[config.mk]
export PLATFORM = sky130hd
export DESIGN_NAME = matrix_multiplier_core
export DESIGN_NICKNAME = d
export VERILOG_FILES = /design/src/rtl/matrix_multiplier_core.sv
export SDC_FILE = /design/constraint.sdc
export NUM_CORES = 2
export LEC_CHECK = 0
export CORE_UTILIZATION = 32
export CTS_CLUSTER_DIAMETER = 40
export DETAILED_ROUTE_END_ITERATION = 10
export PLACE_DENSITY = 0.58
export SYNTH_ARGS = -nofsm -noshare
export SYNTH_HDL_FRONTEND = slang
export SYNTH_SLANG_ARGS = --single-unit
[constraint.sdc]
create_clock -name clk -period 7.49 [get_ports clk]
set_clock_uncertainty 0.1 [all_clocks]
set_input_delay 1.1235 -clock clk [delete_from_list [all_inputs] [get_ports clk]]
set_output_delay 1.1235 -clock clk [all_outputs]
set_load 0.02 [all_outputs]
[src/rtl/matrix_multiplier_core.sv]
// matrix_multiplier_core: 2x2 output-stationary systolic array computing C = A(2xK) * B(Kx2).
module matrix_multiplier_core (
    input  logic        clk,
    input  logic        reset_n,
    input  logic        start,
    input  logic [16:0] size,
    input  logic [31:0] inA,
    input  logic [31:0] inB,
    output logic        valid,
    output logic        c11ready,
    output logic        c12ready,
    output logic        c21ready,
    output logic        c22ready,
    output logic [31:0] C11,
    output logic [31:0] C12,
    output logic [31:0] C21,
    output logic [31:0] C22
);
    localparam logic [1:0] IDLE = 2'd0, LOAD = 2'd1, DRAIN = 2'd2, DONE = 2'd3;
    logic [1:0]  state;
    logic [16:0] k, cnt;
    logic [31:0] a1, a2, b1, b2;
    logic [31:0] a1_d, a2_d, b1_d, b2_d, a2_dd, b2_dd;
    logic        s1, s2;
    assign a1 = {{16{inA[15]}}, inA[15:0]};
    assign a2 = {{16{inA[31]}}, inA[31:16]};
    assign b1 = {{16{inB[15]}}, inB[15:0]};
    assign b2 = {{16{inB[31]}}, inB[31:16]};
    // Skew stages: s1 marks a beat one cycle old (PE12/PE21), s2 two cycles old (PE22).
    always_ff @(posedge clk or negedge reset_n) begin
        if (!reset_n) begin
            state <= IDLE;
            k <= '0;
            cnt <= '0;
            {a1_d, a2_d, b1_d, b2_d, a2_dd, b2_dd} <= '0;
            {s1, s2} <= '0;
            {C11, C12, C21, C22} <= '0;
            {valid, c11ready, c12ready, c21ready, c22ready} <= '0;
        end else begin
            s1 <= state == LOAD;
            s2 <= s1;
            {a1_d, a2_d, b1_d, b2_d} <= {a1, a2, b1, b2};
            {a2_dd, b2_dd} <= {a2_d, b2_d};
            if (s1) begin
                C12 <= C12 + a1_d * b2_d;
                C21 <= C21 + a2_d * b1_d;
            end
            if (s2) C22 <= C22 + a2_dd * b2_dd;
            case (state)
                LOAD: begin
                    C11 <= C11 + a1 * b1;
                    cnt <= cnt + 17'd1;
                    if (cnt == k - 17'd1) begin
                        c11ready <= 1'b1;
                        state <= DRAIN;
                    end
                end
                DRAIN: begin
                    if (!c12ready) {c12ready, c21ready} <= 2'b11;
                    else begin
                        {c22ready, valid} <= 2'b11;
                        state <= DONE;
                    end
                end
                default: begin
                    if (start) begin
                        k <= size;
                        cnt <= '0;
                        {C11, C12, C21, C22} <= '0;
                        {valid, c11ready, c12ready, c21ready, c22ready} <= '0;
                        state <= size == 17'd0 ? DONE : LOAD;
                    end else if (state == DONE && !valid)
                        // Only an empty (K=0) run reaches DONE with flags low; raise them one cycle later.
                        {valid, c11ready, c12ready, c21ready, c22ready} <= '1;
                end
            endcase
        end
    end
endmodule

After elaboration in Yosys (flattened, before gate mapping)
Index checks and enable logic that the tools add are counted.
{"block": "word_totals", "ram_bits": 0, "wordCells": 81, "mem_count": 0, "in_bits": 84, "rom_bits": 0, "output_inout_bits": 133, "latch_bits": 0, "register_bits": 266}
{"block": "classes", "n_shift": 0, "n_mux": 27, "bitwise": 3, "magnitude_cmp": 0, "eq_ne": 7, "addsub": 6, "div": 0, "mul": 4, "reduce_logical": 15}
{"operator": "$mux W32", "n": 10}
{"operator": "$add A32 B32 Y32", "n": 4}
{"operator": "$mul A16 B16 Y32", "n": 4}
{"operator": "$pmux W32 S2", "n": 1}
{"operator": "$pmux W17 S2", "n": 1}
{"operator": "$add A17 B1 Y17 const B", "n": 1}
{"operator": "$eq A17 B17 Y1", "n": 1}
{"operator": "$logic_not A17 Y1", "n": 1}
{"operator": "$mux W17", "n": 1}
{"operator": "$sub A17 B1 Y17 const B", "n": 1}
{"operator": "$reduce_and A3 Y1", "n": 4}
{"operator": "$reduce_bool A3 Y1", "n": 3}
{"operator": "$mux W2", "n": 4}
{"operator": "$pmux W1 S2", "n": 4}
{"operator": "$reduce_and A2 Y1", "n": 3}
{"operator": "$mux W1", "n": 5}
{"operator": "$eq A2 B2 Y1 const B", "n": 2}
{"operator": "$ne A2 B2 Y1 const B", "n": 2}
{"operator": "$pmux W2 S2", "n": 1}
{"operator": "$not A1 Y1", "n": 3}
{"operator": "$eq A2 B1 Y1 const B", "n": 1}
{"operator": "$ne A2 B1 Y1 const B", "n": 1}
{"operator": "$reduce_bool A2 Y1", "n": 1}
{"operator": "$reduce_or A2 Y1", "n": 1}
{"operator": "2 further kinds", "n": 2}

Depth between registers and ports, before layout
{"block": "logic_depth", "ltp_word": 5, "mapped_depth": 24, "mapped_depth_nobuf": 23}

Worst setup path after synthesis
No wires, ideal clock.
{"block": "synth_path", "path_type": "input to register", "start": "in inB[1]", "end": "reg C11[30]", "arrival_ns": 6.504, "stages": 23, "setup_time_ns": 0.131, "required_time_ns": 7.259, "setup_slack_ns": 0.755, "n_path_buf": 1, "cell_sequence": "clkbuf_1 -> nand2_1 -> inv_1 -> fa_1 -> inv_1 -> fa_1 -> fa_1 -> inv_1 -> fa_1 -> fa_1 -> inv_1 -> fa_1 -> inv_1 -> ha_1 -> a21o_1 -> a21o_1 -> a21oi_1 -> nor2b_1 -> nor4_1 -> a21oi_1 -> o31ai_1 -> xor2_1 -> o21ai_1"}
{"block": "synth_via", "elab_chain_cells": 3}
{"element": "start: declaration", "line_no": "8", "text": "input logic [31:0] inB,"}
{"element": "$mul A16 B16 Y32", "line_no": "51", "text": "C11 <= C11 + a1 * b1;"}
{"element": "$add A32 B32 Y32", "line_no": "51"}
{"element": "$pmux W32 S2", "line_no": "49", "text": "case (state)"}
{"element": "end signal: assignment", "line_no": "51"}
{"element": "end: declaration", "line_no": "14", "text": "output logic [31:0] C11,"}
Every way passes these cells.
A chain may end at the register's enable or synchronous reset.

Worst setup path in the final report
{"block": "layout_path", "start": "in inB[3]", "end": "reg C11[21]"}
Same word-level chain as after synthesis.

==> load_flow_metrics.sql <==
INSERT INTO impl_metrics (metric_group, metric, value, unit) VALUES
('status', 'run_status', 'complete, no violations', ''),
('global_routing', 'global_route.usage.met1', '23.44', '%'),
('critical_path', 'timing.reg2reg.setup_slack', '520', 'ps'),
('cts', 'cts.path.max_buffers', '3', ''),
('yosys', 'synth_top_area_share', '44.25', '%'),
('critical_path', 'crit_start', 'inB[3]', ''),
('timing', 'tightest_slew', '1387', 'ps'),
('routing', 'drt-initial-drc-count', '2134', ''),
('critical_path', 'reg_to_reg_critical_path_endpoint', 'C12[30]$_DFF_PN0_', ''),
('global_routing', 'grt_pass1_vias', '41540', ''),
('routing', 'vias_per_cell', '4.675', ''),
('run', 'drv.max_cap_violation_count', '0', ''),
('timing', 'maximum_operating_frequency', '142.8', 'MHz'),
('yosys', 'syn_area_per_cell', '9.591', 'sq um'),
('yosys', 'synth_area_leaders', 'fa_1 (44%), dfrtp_1 (13%), inv_1 (9.7%)', ''),
('cts', 'clkSinkCount', '266', ''),
('timing', 'timing.slew.headroom', '7.197', '%'),
('critical_path', 'crit_type', 'in -> reg', ''),
('cts', 'insertion_delay', '680', 'ps'),
('timing', 'number_of_max_slew_violations_in_the_final_report', '0', ''),
('layout', 'area_delta_synth_final', '15.14', '%'),
('critical_path', 'critical_path_fanout_max', '11', ''),
('place', 'place_congestion', '0.8789', ''),
('yosys', 'fraction_of_the_yosys_area_taken_by_sequential_cells', '12.60', '%'),
('cts', 'numCtsBuffers', '68', ''),
('critical_path', 'critical_path.startpoint_type', 'input port', ''),
('critical_path', 'crit_end', 'C11[21]$_DFFE_PN0P_', ''),
('floorplan', 'die_width', '408.4', 'microns'),
('floorplan', 'fp-row-count', '148', ''),
('global_routing', 'use_met3', '4.627', '%'),
('worst_hold_path', 'hp-class', 'in -> async', ''),
('timing', 'unrepaired_setup_endpoints_after_global_routing', 'no', ''),
('routing', 'detailedRoute.firstPassIterationCount', '5', ''),
('global_routing', 'global_route.peak_usage_layer', 'met2', ''),
('floorplan', 'die_h', '408.4', 'microns'),
('routing', 'drt.antenna.violating_nets', '0', ''),
('cts', 'cts_resized', '0', ''),
('floorplan', 'start_util', '32.36', '%'),
('yosys', 'async_reset_ff_share', '100.0', '%'),
('yosys', 'ys_seq_elements', '266', ''),
('timing', 'minimum_clock_period', '7002', 'ps'),
('layout', 'fin_nets', '7407', ''),
('floorplan', 'top_level_port_count', '217', ''),
('yosys', 'netlist_area', '52850', 'sq um'),
('timing', 'setup_violations', '0', ''),
('global_routing', 'grt_first_pass_wirelength', '236700', 'microns'),
('critical_path', 'r2r_start', 'a1_d[15]$_DFF_PN0_', ''),
('layout', 'most_frequent_cells_in_the_layout', 'inv_1 (1359), fa_1 (1168), nand2_1 (658)', ''),
('critical_path', 'worstPathArrival', '7400', 'ps'),
('global_routing', 'globalRouteTotalUtil', '18.34', '%'),
('layout', 'mostFrequentLayoutCell', 'inv_1', ''),
('floorplan', 'dieArea', '166800', 'sq um'),
('yosys', 'netlist_cell_types', '71', ''),
('critical_path', 'reg2regPathDepth', '20', ''),
('cts', 'clock_h_tree_levels', '3', ''),
('place', 'io_buffer_count', '216', ''),
('routing', 'detail_route.wirelength', '146300', 'microns'),
('cts', 'post_cts_buffers', '0', ''),
('routing', 'routed-via-count', '37360', ''),
('timing', 'final_hold_viol_count', '0', ''),
('yosys', 'postSynthNetCount', '7160', ''),
('cts', 'cts-root-buf', 'clkbuf_16', ''),
('global_routing', 'grt_max_degree', '122', ''),
('cts', 'tritoncts', 'yes', ''),
('yosys', 'synth.yosys.warnings', '0', ''),
('yosys', 'ys_dominant_reg_cell', 'dfrtp_1', ''),
('routing', 'detail_route.drc_violations', '0', ''),
('critical_path', 'critPathCaptureType', 'register', ''),
('global_routing', 'grt_overflow_total', '0', ''),
('global_routing', 'grt_util_met2', '30.73', '%'),
('global_routing', 'number_of_antenna_violations_at_the_first_check_in_global_routing', '21', ''),
('yosys', 'postSynthCellCount', '5510', ''),
('timing', 'share_of_the_clock_period_used_by_the_worst_path_after_layout', '93.49', '%'),
('timing', 'tns', '0', 'ps'),
('critical_path', 'cp_data_required_time', '7890', 'ps'),
('layout', 'drive_above_1_share', '4.749', '%'),
('floorplan', 'core_area', '163300', 'sq um'),
('cts', 'cts_hold_buffers', '0', ''),
('place', 'post-dp-hpwl', '123600', 'microns'),
('yosys', 'number_of_synthesized_flops_with_an_enable_pin', '0', ''),
('cts', 'path_clk_slew', '50', 'ps'),
('yosys', 'yosys.area.top_type', 'fa_1', ''),
('routing', 'avgRoutedWirePerCell', '18.31', 'microns');
-- cell type report --
cell class | instances | area (sq um)
antenna | 5 | 12.51
multi-input combinational | 3711 | 40440
clock inverter | 43 | 664.4
sequential | 266 | 6661
tap | 2175 | 2721
inverter | 1361 | 5109
timing repair buffer | 349 | 3328
fill | 16440 | 102500
clock buffer | 82 | 1908
-- kinds of logic after synthesis --
logic type	share of synthesized area (%)
flops	12.60
xor+xnor	3.016
mux	1.198
simple gates	13.72
fa+ha+maj	53.67
compound gates	4.908
buf+inv	10.90
-- worst min-delay path by stage --
stage	endpoint	depth (start not counted)	slack [ps]	start
after detailed placement	k[5]$_DFFE_PN0P_	2	420	k[5]$_DFFE_PN0P_
after global placement	k[5]$_DFFE_PN0P_	2	410	k[5]$_DFFE_PN0P_
after floorplan	s2$_DFF_PN0_	0	250	s1$_DFF_PN0_
final	C22[7]$_DFF_PN0_	1	350	reset_n
after CTS	C22[0]$_DFF_PN0_	1	350	reset_n
after global routing	C22[7]$_DFF_PN0_	1	390	reset_n
-- synthesized netlist by cell type (55+ instances only) --
library cell and count:
nand2_1 659, and2_1 461, fa_1 1168, xnor2_1 128, o21ai_1 55, clkbuf_1 165, nor2_1 189, a21oi_1 92
inv_1 1359, mux2i_1 61, a21o_1 55, dfrtp_1 266, ha_1 398
-- critical path, cell delays in order --
cell	delay, ps
clkdlybuf4s50_1	760
buf_4	270
nand2_1	80
fa_1	480
inv_1	60
fa_1	500
fa_1	520
inv_1	60
fa_1	480
fa_1	510
inv_1	50
fa_1	440
ha_1	330
and2_1	190
a22o_1	250
a31o_2	280
a21oi_1	190
o21ai_1	150
a21o_1	210
a21oi_1	210
xor2_1	180
o21ai_1	70
-- flip-flops by register name, indices dropped and copies added, names as in the netlist --
signal	count
C11	32
C12	32
C21	32
C22	32
a1_d	16
a2_d	16
a2_dd	16
b1_d	16
b2_d	16
b2_dd	16
c11ready	1
c12ready	1
c21ready	1
c22ready	1
cnt	17
k	17
s1	1
s2	1
state	2
-- metrics by stage --
stage               std cells  setup slack (ps)  cell area (sq um)  hold slack, ps  utilization, %
CTS                      7987             454.7              60830           353.6           37.25
detailed placement       7862            -116.5              58260           424.4           35.67
finish                   7992             487.7              60850           354.6           37.25
floorplan                5510             754.5              52850           251.9               -
global placement         7862            -25.26              58260           413.2           35.67
global route             7988             140.1              60840           386.5           37.25
-- layer usage --
layer | share of wire (%) | vias to the layer above | wire [microns]
met5 | 0.12 | - | 181
met4 | 2.6 | 26 | 3850
met3 | 7.2 | 220 | 10570
met2 | 48 | 904 | 70890
met1 | 42 | 19390 | 60850
li1 | - | 16830 | -
Power is left out: the tool's default activity adds up to more than one toggle a clock period on the data nets, which glitch-free logic cannot reach.
